===== src/rtl/dmem_arbiter_if.sv =====
// -----------------------------------------------------------------------------
// dmem_arbiter_if
//
// Bundles every bus signal around the dmem arbiter. There are three groups:
// the CPU execution-stage port (c_*), the UART loader/debug port (l_*) and
// the shared byte-lane memory side (mem_*) that feeds dmem_0..dmem_3.
//
// Modports:
//   slave  - the arbiter: takes requests and read data, returns grants,
//            stall, read-return data and the muxed memory command.
//   master - the surrounding system (CPU, loader and memory banks), which is
//            the mirror image of the slave view.
//
// Signal summary:
//   c_req/l_req      request strobe, held until the matching gnt
//   c_we/l_we        byte write enables, 4'b0000 means read
//   c_addr/l_addr    rebased byte address
//   c_wdata/l_wdata  lane-aligned write data
//   c_gnt/l_gnt      request accepted this cycle
//   c_stall          CPU requested but was not granted
//   c_rvalid/l_rvalid, c_rdata/l_rdata   read return, one cycle after grant
//   mem_we/mem_addr/mem_wdata            command to the four banks
//   mem_rdata        {bank3..bank0} read bytes, one cycle after the address
// -----------------------------------------------------------------------------
interface dmem_arbiter_if #(
    parameter int unsigned ADDR_W = 32
);
    // CPU port
    logic              c_req;
    logic [3:0]        c_we;
    logic [ADDR_W-1:0] c_addr;
    logic [31:0]       c_wdata;
    logic              c_gnt;
    logic              c_stall;
    logic              c_rvalid;
    logic [31:0]       c_rdata;

    // Loader port
    logic              l_req;
    logic [3:0]        l_we;
    logic [ADDR_W-1:0] l_addr;
    logic [31:0]       l_wdata;
    logic              l_gnt;
    logic              l_rvalid;
    logic [31:0]       l_rdata;

    // Shared memory banks
    logic [3:0]        mem_we;
    logic [ADDR_W-1:0] mem_addr;
    logic [31:0]       mem_wdata;
    logic [31:0]       mem_rdata;

    modport slave (
        input  c_req, c_we, c_addr, c_wdata,
        output c_gnt, c_stall, c_rvalid, c_rdata,
        input  l_req, l_we, l_addr, l_wdata,
        output l_gnt, l_rvalid, l_rdata,
        output mem_we, mem_addr, mem_wdata,
        input  mem_rdata
    );

    modport master (
        output c_req, c_we, c_addr, c_wdata,
        input  c_gnt, c_stall, c_rvalid, c_rdata,
        output l_req, l_we, l_addr, l_wdata,
        input  l_gnt, l_rvalid, l_rdata,
        input  mem_we, mem_addr, mem_wdata,
        output mem_rdata
    );
endinterface


===== src/rtl/dmem_arbiter.sv =====
// -----------------------------------------------------------------------------
// dmem_arbiter
//
// Shares the four byte-lane dmem banks between the CPU execution stage
// (port C, fixed priority) and the UART program loader (port L). A starvation
// counter gives L one forced grant after STARVE_LIMIT consecutive denied
// cycles; the CPU is stalled for that one cycle. Read data returns one cycle
// after the grant to whichever port issued the read.
//
// Ports:
//   clk    clock
//   rst_n  asynchronous active-low reset
//   bus    dmem_arbiter_if.slave, carrying the C port, the L port and the
//          shared memory command / read-data bus
//
// Parameters:
//   ADDR_W        width of the (already rebased) byte addresses
//   STARVE_LIMIT  denied cycles of L before a forced grant, 1..255
// -----------------------------------------------------------------------------
module dmem_arbiter #(
    parameter int unsigned ADDR_W       = 32,
    parameter int unsigned STARVE_LIMIT = 4
) (
    input  logic          clk,
    input  logic          rst_n,
    dmem_arbiter_if.slave bus
);

    // The counter only ever needs to reach STARVE_LIMIT, which fits in 8 bits.
    localparam logic [7:0] STARVE_MAX = 8'(STARVE_LIMIT);

    // Which port the read data arriving next cycle belongs to.
    typedef enum logic [1:0] {
        OWNER_NONE = 2'd0,
        OWNER_C    = 2'd1,
        OWNER_L    = 2'd2
    } owner_t;

    owner_t      rd_owner_reg;
    logic [7:0]  starve_cnt_reg;
    logic [31:0] c_rdata_hold_reg;
    logic [31:0] l_rdata_hold_reg;

    logic        force_l;
    logic        c_gnt;
    logic        l_gnt;
    logic        c_read;
    logic        l_read;
    logic        c_rvalid;
    logic        l_rvalid;

    // -------------------------------------------------------------------------
    // Grant logic
    // -------------------------------------------------------------------------
    // force_l steals exactly one cycle from the CPU once L has waited long
    // enough. Grants are qualified with rst_n so nothing reaches the banks
    // while the block is held in reset.
    assign force_l = bus.l_req && (starve_cnt_reg == STARVE_MAX);
    assign l_gnt   = rst_n && bus.l_req && (!bus.c_req || force_l);
    assign c_gnt   = rst_n && bus.c_req && !force_l;

    assign bus.c_gnt   = c_gnt;
    assign bus.l_gnt   = l_gnt;
    assign bus.c_stall = bus.c_req && !c_gnt;

    assign c_read = c_gnt && (bus.c_we == 4'b0000);
    assign l_read = l_gnt && (bus.l_we == 4'b0000);

    // -------------------------------------------------------------------------
    // Memory command mux
    // -------------------------------------------------------------------------
    // Byte enables and write lanes are built per lane so a store from the
    // losing port can never leak into mem_we; with no grant everything is 0.
    generate
        for (genvar gi = 0; gi < 4; gi++) begin : g_lane
            assign bus.mem_we[gi] = (c_gnt && bus.c_we[gi]) ||
                                    (l_gnt && bus.l_we[gi]);

            assign bus.mem_wdata[8*gi +: 8] =
                c_gnt ? bus.c_wdata[8*gi +: 8] :
                l_gnt ? bus.l_wdata[8*gi +: 8] :
                        8'h00;
        end
    endgenerate

    assign bus.mem_addr = c_gnt ? bus.c_addr :
                          l_gnt ? bus.l_addr :
                                  {ADDR_W{1'b0}};

    // -------------------------------------------------------------------------
    // Starvation counter, read owner and read-data hold registers
    // -------------------------------------------------------------------------
    always_ff @(posedge clk or negedge rst_n) begin
        if (!rst_n) begin
            starve_cnt_reg   <= 8'd0;
            rd_owner_reg     <= OWNER_NONE;
            c_rdata_hold_reg <= 32'd0;
            l_rdata_hold_reg <= 32'd0;
        end else begin
            // Count consecutive cycles in which L asked and was refused.
            if (!bus.l_req || l_gnt) begin
                starve_cnt_reg <= 8'd0;
            end else if (starve_cnt_reg != STARVE_MAX) begin
                starve_cnt_reg <= starve_cnt_reg + 8'd1;
            end

            // At most one grant per cycle, so at most one read is in flight.
            if (c_read) begin
                rd_owner_reg <= OWNER_C;
            end else if (l_read) begin
                rd_owner_reg <= OWNER_L;
            end else begin
                rd_owner_reg <= OWNER_NONE;
            end

            // Capture the returned word so rdata keeps it after rvalid drops.
            if (rd_owner_reg == OWNER_C) begin
                c_rdata_hold_reg <= bus.mem_rdata;
            end
            if (rd_owner_reg == OWNER_L) begin
                l_rdata_hold_reg <= bus.mem_rdata;
            end
        end
    end

    // -------------------------------------------------------------------------
    // Read return
    // -------------------------------------------------------------------------
    // The banks present data one cycle after the address, which is exactly
    // the cycle rd_owner_reg names the owner, so the bank output is passed
    // straight through during rvalid and the held copy is shown otherwise.
    assign c_rvalid = (rd_owner_reg == OWNER_C);
    assign l_rvalid = (rd_owner_reg == OWNER_L);

    assign bus.c_rvalid = c_rvalid;
    assign bus.l_rvalid = l_rvalid;
    assign bus.c_rdata  = c_rvalid ? bus.mem_rdata : c_rdata_hold_reg;
    assign bus.l_rdata  = l_rvalid ? bus.mem_rdata : l_rdata_hold_reg;

endmodule


===== src/flat_wrapper.sv =====
// flat-port wrapper written by rule: the top's interface ports become plain ports
module dmem_arbiter_flat 
#(
    parameter int unsigned ADDR_W       = 32,
    parameter int unsigned STARVE_LIMIT = 4
)
  (clk, rst_n, bus_c_req, bus_c_we, bus_c_addr, bus_c_wdata, bus_c_gnt, bus_c_stall, bus_c_rvalid, bus_c_rdata, bus_l_req, bus_l_we, bus_l_addr, bus_l_wdata, bus_l_gnt, bus_l_rvalid, bus_l_rdata, bus_mem_we, bus_mem_addr, bus_mem_wdata, bus_mem_rdata);
  dmem_arbiter_if #(.ADDR_W(ADDR_W)) bus_i ();
  input  logic clk;
  input  logic rst_n;
  input wire logic [$bits(bus_i.c_req)-1:0] bus_c_req;
  input wire logic [$bits(bus_i.c_we)-1:0] bus_c_we;
  input wire logic [$bits(bus_i.c_addr)-1:0] bus_c_addr;
  input wire logic [$bits(bus_i.c_wdata)-1:0] bus_c_wdata;
  output wire logic [$bits(bus_i.c_gnt)-1:0] bus_c_gnt;
  output wire logic [$bits(bus_i.c_stall)-1:0] bus_c_stall;
  output wire logic [$bits(bus_i.c_rvalid)-1:0] bus_c_rvalid;
  output wire logic [$bits(bus_i.c_rdata)-1:0] bus_c_rdata;
  input wire logic [$bits(bus_i.l_req)-1:0] bus_l_req;
  input wire logic [$bits(bus_i.l_we)-1:0] bus_l_we;
  input wire logic [$bits(bus_i.l_addr)-1:0] bus_l_addr;
  input wire logic [$bits(bus_i.l_wdata)-1:0] bus_l_wdata;
  output wire logic [$bits(bus_i.l_gnt)-1:0] bus_l_gnt;
  output wire logic [$bits(bus_i.l_rvalid)-1:0] bus_l_rvalid;
  output wire logic [$bits(bus_i.l_rdata)-1:0] bus_l_rdata;
  output wire logic [$bits(bus_i.mem_we)-1:0] bus_mem_we;
  output wire logic [$bits(bus_i.mem_addr)-1:0] bus_mem_addr;
  output wire logic [$bits(bus_i.mem_wdata)-1:0] bus_mem_wdata;
  input wire logic [$bits(bus_i.mem_rdata)-1:0] bus_mem_rdata;
  assign bus_i.c_req = bus_c_req;
  assign bus_i.c_we = bus_c_we;
  assign bus_i.c_addr = bus_c_addr;
  assign bus_i.c_wdata = bus_c_wdata;
  assign bus_c_gnt = bus_i.c_gnt;
  assign bus_c_stall = bus_i.c_stall;
  assign bus_c_rvalid = bus_i.c_rvalid;
  assign bus_c_rdata = bus_i.c_rdata;
  assign bus_i.l_req = bus_l_req;
  assign bus_i.l_we = bus_l_we;
  assign bus_i.l_addr = bus_l_addr;
  assign bus_i.l_wdata = bus_l_wdata;
  assign bus_l_gnt = bus_i.l_gnt;
  assign bus_l_rvalid = bus_i.l_rvalid;
  assign bus_l_rdata = bus_i.l_rdata;
  assign bus_mem_we = bus_i.mem_we;
  assign bus_mem_addr = bus_i.mem_addr;
  assign bus_mem_wdata = bus_i.mem_wdata;
  assign bus_i.mem_rdata = bus_mem_rdata;
  dmem_arbiter #(.ADDR_W(ADDR_W), .STARVE_LIMIT(STARVE_LIMIT)) u_core (.clk(clk), .rst_n(rst_n), .bus(bus_i));
endmodule

===== config.mk =====
export PLATFORM = sky130hd
export DESIGN_NAME = dmem_arbiter_flat
export DESIGN_NICKNAME = d
export VERILOG_FILES = /design/src/rtl/dmem_arbiter_if.sv /design/src/rtl/dmem_arbiter.sv /design/src/flat_wrapper.sv
export SDC_FILE = /design/constraint.sdc
export NUM_CORES = 1
export LEC_CHECK = 0
export CORE_AREA = 2 2 120 122
export DETAILED_ROUTE_END_ITERATION = 8
export DIE_AREA = 0 0 122 124
export MAX_ROUTING_LAYER = met4
export PLACE_DENSITY_LB_ADDON = 0.05
export RECOVER_POWER = 25
export SYNTH_ARGS = -nofsm -noshare
export SYNTH_HDL_FRONTEND = slang
export SYNTH_SLANG_ARGS = --single-unit

===== constraint.sdc =====
create_clock -name clk -period 3 [get_ports clk]
set_clock_uncertainty 0.15 [all_clocks]
set_input_delay 0.6 -clock clk [delete_from_list [all_inputs] [get_ports clk]]
set_output_delay 0.6 -clock clk [all_outputs]
set_load 0.02 [all_outputs]

==> summary.txt, run 1 <==
GRT
  – Vias in the first global route: 4147
  – Largest net degree at the start of global routing: 79
  – GRT Total Usage: 0.209
  – Grt ovf: 0
  – Initial antenna violation count: 1
  – First-pass GRT wire length: 23000 microns

Synthesis
  – Mux contribution to synthesized area: 0.191
  – Synth unique cells: 31
  – Post-synthesis adder-cell area fraction: 0.00663
  – Mapped cell area: 3780 sq um
  – Compound-cell area share of the yosys netlist: 0.212
  – Fraction of synthesized cell area in xor and xnor cells: 0.00232
  – Largest family of logic cells by synthesized area: compound AO/OA/AOI/OAI gates
  – Largest cells by area after synthesis: dfrtp_1, mux2_2, a32o_1, clkbuf_1, buf_6
  – Avg Inst Size Synth: ~13 sq um
  – Post-synth top area share: 0.490
  – Synth Area in Simple Gates: 0.0480
  – Synthesized flop and latch total: 74
  – Gate Count Post-Synth: 292
  – Syn nets: about 470
  – Ys Warns: 0
  – Register area share after synthesis: 0.490
  – Dominant cell type by area after synthesis: dfrtp_1

Setup path
  – CP Max Fanout: 25
  – Kind of critical path: register to primary output
  – Critical path arrival: approximately 2200 ps
  – Crit path capture type: primary output
  – Crit path required time: 2250 ps
  – CP Launch Type: register

Floorplan
  – Core outline area: 13700 sq um
  – Initial Utilization: 0.275
  – Height of the die: 124 microns
  – # rows: 43
  – Die width: 122 microns
  – Die Footprint: 15100 sq um
  – IO Pins: 309

Timing
  – Worst-Margin Slew: a little under 1000 ps
  – Slew Limit Fails: 0
  – Endpoints failing setup: 0
  – Period utilization: 0.973
  – Tmin final: 2920 ps
  – Hold_ws: 164 ps
  – Hold Vio Cnt, Final: 0
  – Fmax: about 340 MHz
  – Max transition margin: 0.347

Clock tree
  – Clk buf depth: 2
  – Clock-pin slew on the worst setup and hold paths: approximately 60 ps
  – Root Buffer: clkbuf_16
  – H-tree Lvls: 3
  – Worst skew pair latency: 330 ps
  – CTS tree: built
  – Num CTS Buffers: 9
  – Hold buffer count at cts: 0
  – Clock sink count: between 70 and 80

Placed design
  – IO buf count: 308
  – Placed Area: about 7200 sq um
  – Placed Cells incl. Taps: 779
  – Routability cong.: 0.828
  – DP HPWL: approximately 13000 microns

Finish
  – Area growth from synthesis to layout: 98.1%
  – Share of cells above drive strength 1: 0.280
  – Non-filler cells, final: 805
  – Post-route cell area: 7480 sq um
  – Final nets: 793
  – Post-layout util: 0.545

Outcome
  – Status: finished clean

Power and ir drop
  – Max VDD drop: 0.000247 V
  – Power per cell area: approximately 500 nW/um^2
  – P_leak: 0.00321 uW

Drt
  – Vias per cell: about 5.0
  – Post-DRT Antenna Nets: 0
  – Remaining DRCs: 0
  – 1st-iter DRT viols: 155
  – WL final: 16500 microns
  – Via count: 4011
  – DR pass1 iterations: 4
  – WL/cell: ~21 microns

Flow run
  – Max cap viols: 0

Hold path
  – Worst hold path class: input pin to asynchronous set/reset pin
-- synthesized netlist by cell type --
cell	number
o211ai_1	2
xor2_1	1
or3b_2	1
a211oi_1	2
dfrtp_1	74
o21ai_2	1
nand2b_1	2
nor4_1	2
a211o_1	1
or4_1	2
nor2b_1	2
ha_1	2
buf_2	3
nor4b_2	1
a31oi_1	1
o21ai_0	4
or3_1	3
mux2_2	64
nand2_1	5
nor3b_1	1
inv_1	4
or4b_4	1
and3_1	1
a221oi_1	3
buf_6	6
nand4_1	1
a32o_1	68
a21oi_1	4
clkbuf_1	24
nand3_1	3
and2_1	3
-- layout by cell type (no fill, tap or decap), drive strengths merged, types with 2 or more instances in the layout --
| cell type | n |
|---|---|
| nor4 | 2 |
| clkdlybuf4s15 | 2 |
| inv | 6 |
| or3 | 3 |
| and2 | 3 |
| clkdlybuf4s50 | 236 |
| clkbuf | 13 |
| clkinv | 2 |
| a211oi | 2 |
| nand2 | 5 |
| bufinv | 2 |
| a32o | 68 |
| dlygate4sd2 | 2 |
| mux2 | 64 |
| buf | 106 |
| a221oi | 3 |
| ha | 2 |
| o211ai | 2 |
| nor2b | 2 |
| o21ai | 5 |
| nand2b | 2 |
| or4 | 2 |
| dfrtp | 74 |
| nand3 | 3 |
| a21oi | 4 |
-- power breakdown --
group	internal [uW]	total (uW)	switching [uW]	leakage (uW)
Clock	762	1190	426	0.000165
Combinational	713	1350	634	0.00212
Sequential	1150	1190	34.9	0.000921
-- critical path: stages, from the launching register on --
cell and delay (ps):
dfrtp_1 390, inv_2 80, ha_4 130, or3b_4 390, o21ai_4 180, buf_6 160, buf_12 160, a32o_1 180
buf_2 170
-- repair_timing --
item,4_1_cts,5_1_grt
resized for setup,276,20
cloned,1,1
endpoints found under the setup margin,71,65
buffers inserted,5,3
pin swaps,2,7
-- cells by family after synthesis --
| group | after synthesis |
|---|---|
| multiplexers | 64 |
| XOR/XNOR | 1 |
| buffers and inverters | 37 |
| adder cells (fa/ha/maj) | 2 |
| AO/OA/AOI/OAI | 86 |
| AND/OR/NAND/NOR | 28 |
| flip-flops | 74 |
-- area by class of cell --
| class | instances | area (sq um) |
|---|---|---|
| fill | 1236 | 6240 |
| timing repair buffer | 349 | 3250 |
| sequential | 74 | 1850 |
| multi-input combinational | 181 | 1800 |
| clock buffer | 10 | 239 |
| tap | 180 | 225 |
| clock inverter | 6 | 97.6 |
| inverter | 4 | 15.0 |
| antenna | 1 | 2.50 |
-- worst paths after layout --
path,end,from,slack (ps),cells after the start
min reg2reg,u_core.c_rdata_hold_reg[19],u_core.c_rdata_hold_reg[19],340,1
min,u_core.rd_owner_reg[1],rst_n,160,2
max,bus_mem_addr[4],u_core.starve_cnt_reg[0],80,8
max in group asynchronous,u_core.c_rdata_hold_reg[2],rst_n,1280,3
max reg2reg,u_core.starve_cnt_reg[0],u_core.starve_cnt_reg[0],950,7
min in group clk,u_core.c_rdata_hold_reg[19],u_core.c_rdata_hold_reg[19],340,1
-- per-layer routing --
| metal | GRT usage | part of all wire |
|---|---|---|
| met5 | - | 0 |
| met1 | 0.220 | 0.36 |
| met4 | 0.0503 | 0.015 |
| met3 | 0.0531 | 0.076 |
| met2 | 0.390 | 0.55 |
-- stage by stage --
step	total power [uW]	setup slack (ps)	setup TNS, ps
after floorplan	1800	234	0
after global placement	2570	-239	-12110
after detailed placement	2590	-310	-15470
after CTS	3780	-1.73	-1.73
after global routing	3900	-2.73	-5.77
final	3720	80.0	0
Note: power is estimated with default switching activity, not from simulation.
==> inputs of run 2 (changes only) <==
--- a/config.mk
+++ b/config.mk
@@ -5,9 +5,9 @@
 export SDC_FILE = /design/constraint.sdc
 export NUM_CORES = 1
 export LEC_CHECK = 0
-export CORE_AREA = 2 2 120 122
+export CORE_AREA = 3 3 118 120
 export DETAILED_ROUTE_END_ITERATION = 8
-export DIE_AREA = 0 0 122 124
+export DIE_AREA = 0 0 121 123
 export MAX_ROUTING_LAYER = met4
 export PLACE_DENSITY_LB_ADDON = 0.05
 export RECOVER_POWER = 25
==> constraint.sdc (replaced) <==
create_clock -name clk -period 3 [get_ports clk]
set_clock_uncertainty 0.15 [all_clocks]
set_input_delay 0.6 -clock clk [delete_from_list [all_inputs] [get_ports clk]]
set_output_delay 0.6 -clock clk [all_outputs]
set_load 0.1 [all_outputs]
==> run 2 against run 1 <==
Compared with the run above:
- the run now ends with capacitance limit, slew limit, setup timing left
- cell area up 24%
- critical path type unchanged
- wire length up 11%
- largest cell class unchanged
- fmax down 4.7%
==> summary.txt, run 2 (same netlist as run 1, synthesis figures left out) <==
Outcome
  – Status: finished, violations left (was finished clean)
  – Violated checks: capacitance limit, slew limit, setup timing

Setup path
  – Crit path required time: 2250 ps (about the same)
  – Worst path cell trace: or4b_4 -> o21ai_4 -> buf_12 -> clkbuf_16 -> a32o_2 -> buf_12 (was inv_2 -> ha_4 -> or3b_4 -> o21ai_4 -> buf_6 -> buf_12 -> a32o_1 -> buf_2)
  – Critical Path Start: u_core.starve_cnt_reg[4] (was u_core.starve_cnt_reg[0])
  – Slowest cell on crit path: or4b_4 (was dfrtp_1)
  – Kind of critical path: register to primary output (unchanged)
  – Worst Reg2Reg Path Length in Cells: 6 (was 7)
  – Cell family with most CP delay: simple AND/OR/NAND/NOR gates (was buffers and inverters)
  – Worst path max stage delay: 560 ps (was 390 ps)
  – RR Startpoint: u_core.starve_cnt_reg[4] (was u_core.starve_cnt_reg[0])
  – Critical path arrival: 2310 ps (was 2170 ps)
  – Buf/Inv on CP: 3 (was 4)
  – CP Launch Type: register (unchanged)
  – Crit path capture type: primary output (unchanged)
  – CP Max Fanout: 13 (was 25)
  – Crit Reg-Reg Endpoint: u_core.starve_cnt_reg[4] (was u_core.starve_cnt_reg[0])
  – Most frequent CP cell: buf_12
  – Worst reg-to-reg setup slack: 830 ps (was 950 ps)

Drt
  – Post-DRT Antenna Nets: 0 (unchanged)
  – WL final: 18300 microns (was 16500 microns)
  – Remaining DRCs: 0 (unchanged)
  – DR pass1 iterations: 4 (unchanged)
  – WL/cell: 23.2 microns (was 20.6 microns)
  – 1st-iter DRT viols: 188 (was 155)
  – Via count: 4025 (was 4011)
  – Vias per cell: 5.09 (was 4.98)

Power and ir drop
  – Max VDD drop: 0.000321 V (was 0.000247 V)
  – Sw power: 2570 uW (was 1090 uW)
  – Power per cell area: 623 nW/um^2 (was 498 nW/um^2)
  – Logic pwr share: 0.586 (was 0.362)
  – Switching Share: 0.444 (was 0.294)
  – Clk pwr share: 0.208 (was 0.319)
  – Internal power: 3220 uW (was 2630 uW)
  – Power, Total: 5780 uW (was 3720 uW)
  – P_leak: 0.00411 uW (was 0.00321 uW)
  – Flop pwr share: 0.206 (was 0.319)

GRT
  – Grt ovf: 0 (unchanged)
  – Initial antenna violation count: 1 (unchanged)
  – GRT Total Usage: 0.236 (was 0.209)
  – First-pass GRT wire length: 25500 microns (was 23000 microns)
  – Largest net degree at the start of global routing: 83 (was 79)
  – Vias in the first global route: 4408 (was 4147)

Timing
  – Worst-Margin Slew: 1960 ps (was 980 ps)
  – Final WS setup: -64.2 ps (was 80.0 ps)
  – Tmin final: 3060 ps (was 2920 ps)
  – Max transition margin: -0.310 (was 0.347)
  – Period utilization: 1.02 (was 0.973)
  – Endpoints failing setup: 36 (was 0)
  – Slew Limit Fails: 83 (was 0)
  – Fmax: 326 MHz (was 342 MHz)
  – Setup tns final: -1110 ps (was 0 ps)
  – Hold Vio Cnt, Final: 0 (unchanged)
  – RSZ-0062 raised after global routing: true

Clock tree
  – Clk buf depth: 2 (unchanged)
  – Root Buffer: clkbuf_16 (unchanged)
  – H-tree Lvls: 3 (unchanged)
  – Clock-pin slew on the worst setup and hold paths: 60 ps (about the same)
  – Num CTS Buffers: 9 (unchanged)
  – Worst skew pair latency: 330 ps (about the same)
  – Clock sink count: 74 (unchanged)
  – CTS tree: built (unchanged)

Hold path
  – Worst hold path class: register to register (was input pin to asynchronous set/reset pin)
  – Worst Hold Depth: 1
  – Hold EP: u_core.l_rdata_hold_reg[21]
  – Min-delay src: u_core.l_rdata_hold_reg[21]

Finish
  – Final nets: 782 (was 793)
  – Share of cells above drive strength 1: 0.485 (was 0.280)
  – Post-layout util: 0.709 (was 0.545)
  – Post-route cell area: 9280 sq um (was 7480 sq um)
  – Register area: 1850 sq um (about the same)
  – Area growth from synthesis to layout: 146% (was 98.1%)
  – Non-filler cells, final: 791 (was 805)
  – Most frequent cells in the layout: clkdlybuf4s50_1, buf_12, dfrtp_1 (was clkdlybuf4s50_1, dfrtp_1, a32o_1)
  – Commonest non-fill, non-tap cell in the layout: clkdlybuf4s50_1 (unchanged)
  – Area occupied by multi-input gates: 1950 sq um (was 1800 sq um)
  – Number of fillers in the final layout: 919 (was 1236)

Floorplan
  – IO Pins: 309 (unchanged)
  – Core outline area: 13100 sq um (was 13700 sq um)
  – Height of the die: 123 microns (was 124 microns)
  – Die width: 121 microns (was 122 microns)
  – # rows: 42 (was 43)
  – Die Footprint: 14900 sq um (was 15100 sq um)
  – Initial Utilization: 0.289 (was 0.275)

Placed design
  – DP HPWL: 14000 microns (was 12600 microns)
  – Placed Cells incl. Taps: 753 (was 779)
  – Placed Area: 8590 sq um (was 7240 sq um)
  – Routability cong.: 0.784 (was 0.828)
  – IO buf count: 308 (unchanged)

Flow run
  – Max cap viols: 1 (was 0)
==> run 2: cell type report <==
cell class,count,area share
clock inverters,5,0.0112
clock buffers,10,0.0247
diodes,3,0.000809
inverters,4,0.00162
well taps,176,0.0237
flip-flops and latches,74,0.200
repair buffers,338,0.528
multi-input cells,181,0.210
==> run 2: worst register-to-register path, stage by stage (launching register included) <==
cell and delay, ps:
dfrtp_2 430, or4b_4 560, o21ai_4 240, buf_12 170
clkbuf_16 150, buf_4 140, a211oi_1 90
==> run 2: power groups by stage <==
stage / clock [uW] / combinational, uW / sequential (uW)
5_1_grt: 1270 / 3460 / 1210
2_1_floorplan: 0 / 1980 / 1200
6_report: 1200 / 3390 / 1190
3_5_place_dp: 0 / 3360 / 1210
4_1_cts: 1230 / 3400 / 1190
3_3_place_gp: 0 / 3330 / 1200
==> run 2: worst max-delay path by stage <==
stage / end / slack (ps) / depth (start not counted)
after global placement: bus_mem_addr[21] / 80 / 6
after CTS: bus_mem_addr[21] / -110 / 8
after global routing: bus_mem_addr[21] / -110 / 6
final: bus_mem_addr[27] / -60 / 6
after floorplan: bus_mem_wdata[0] / -140 / 5
after detailed placement: bus_mem_addr[21] / 80 / 6
==> run 2: what timing repair did <==
| action | CTS | global route |
|---|---|---|
| hold buffers | 0 | 0 |
| hold endpoints to repair | 0 | 0 |
| setup buffers | 8 | 6 |
| gates resized for setup | 7 | 9 |
| endpoints found under the setup margin | 69 | 70 |
| pin swaps | 38 | 25 |
| gates cloned | 2 | 5 |
==> run 2: metal layers <==
layer	vias to the layer above	GRT usage	part of all wire	routed length (microns)
li1	1815	-	-	-
met1	1978	0.264	0.36	6650
met2	197	0.401	0.53	9700
met3	35	0.0640	0.070	1280
met4	0	0.101	0.038	697
met5	-	-	0	0
==> run 2: through the flow <==
stage / worst slack, ps / hold WS [ps]
after floorplan: -135 / 154
after global placement: 81.8 / 366
after detailed placement: 79.6 / 373
after CTS: -107 / 385
after global routing: -115 / 396
final: -64.2 / 381
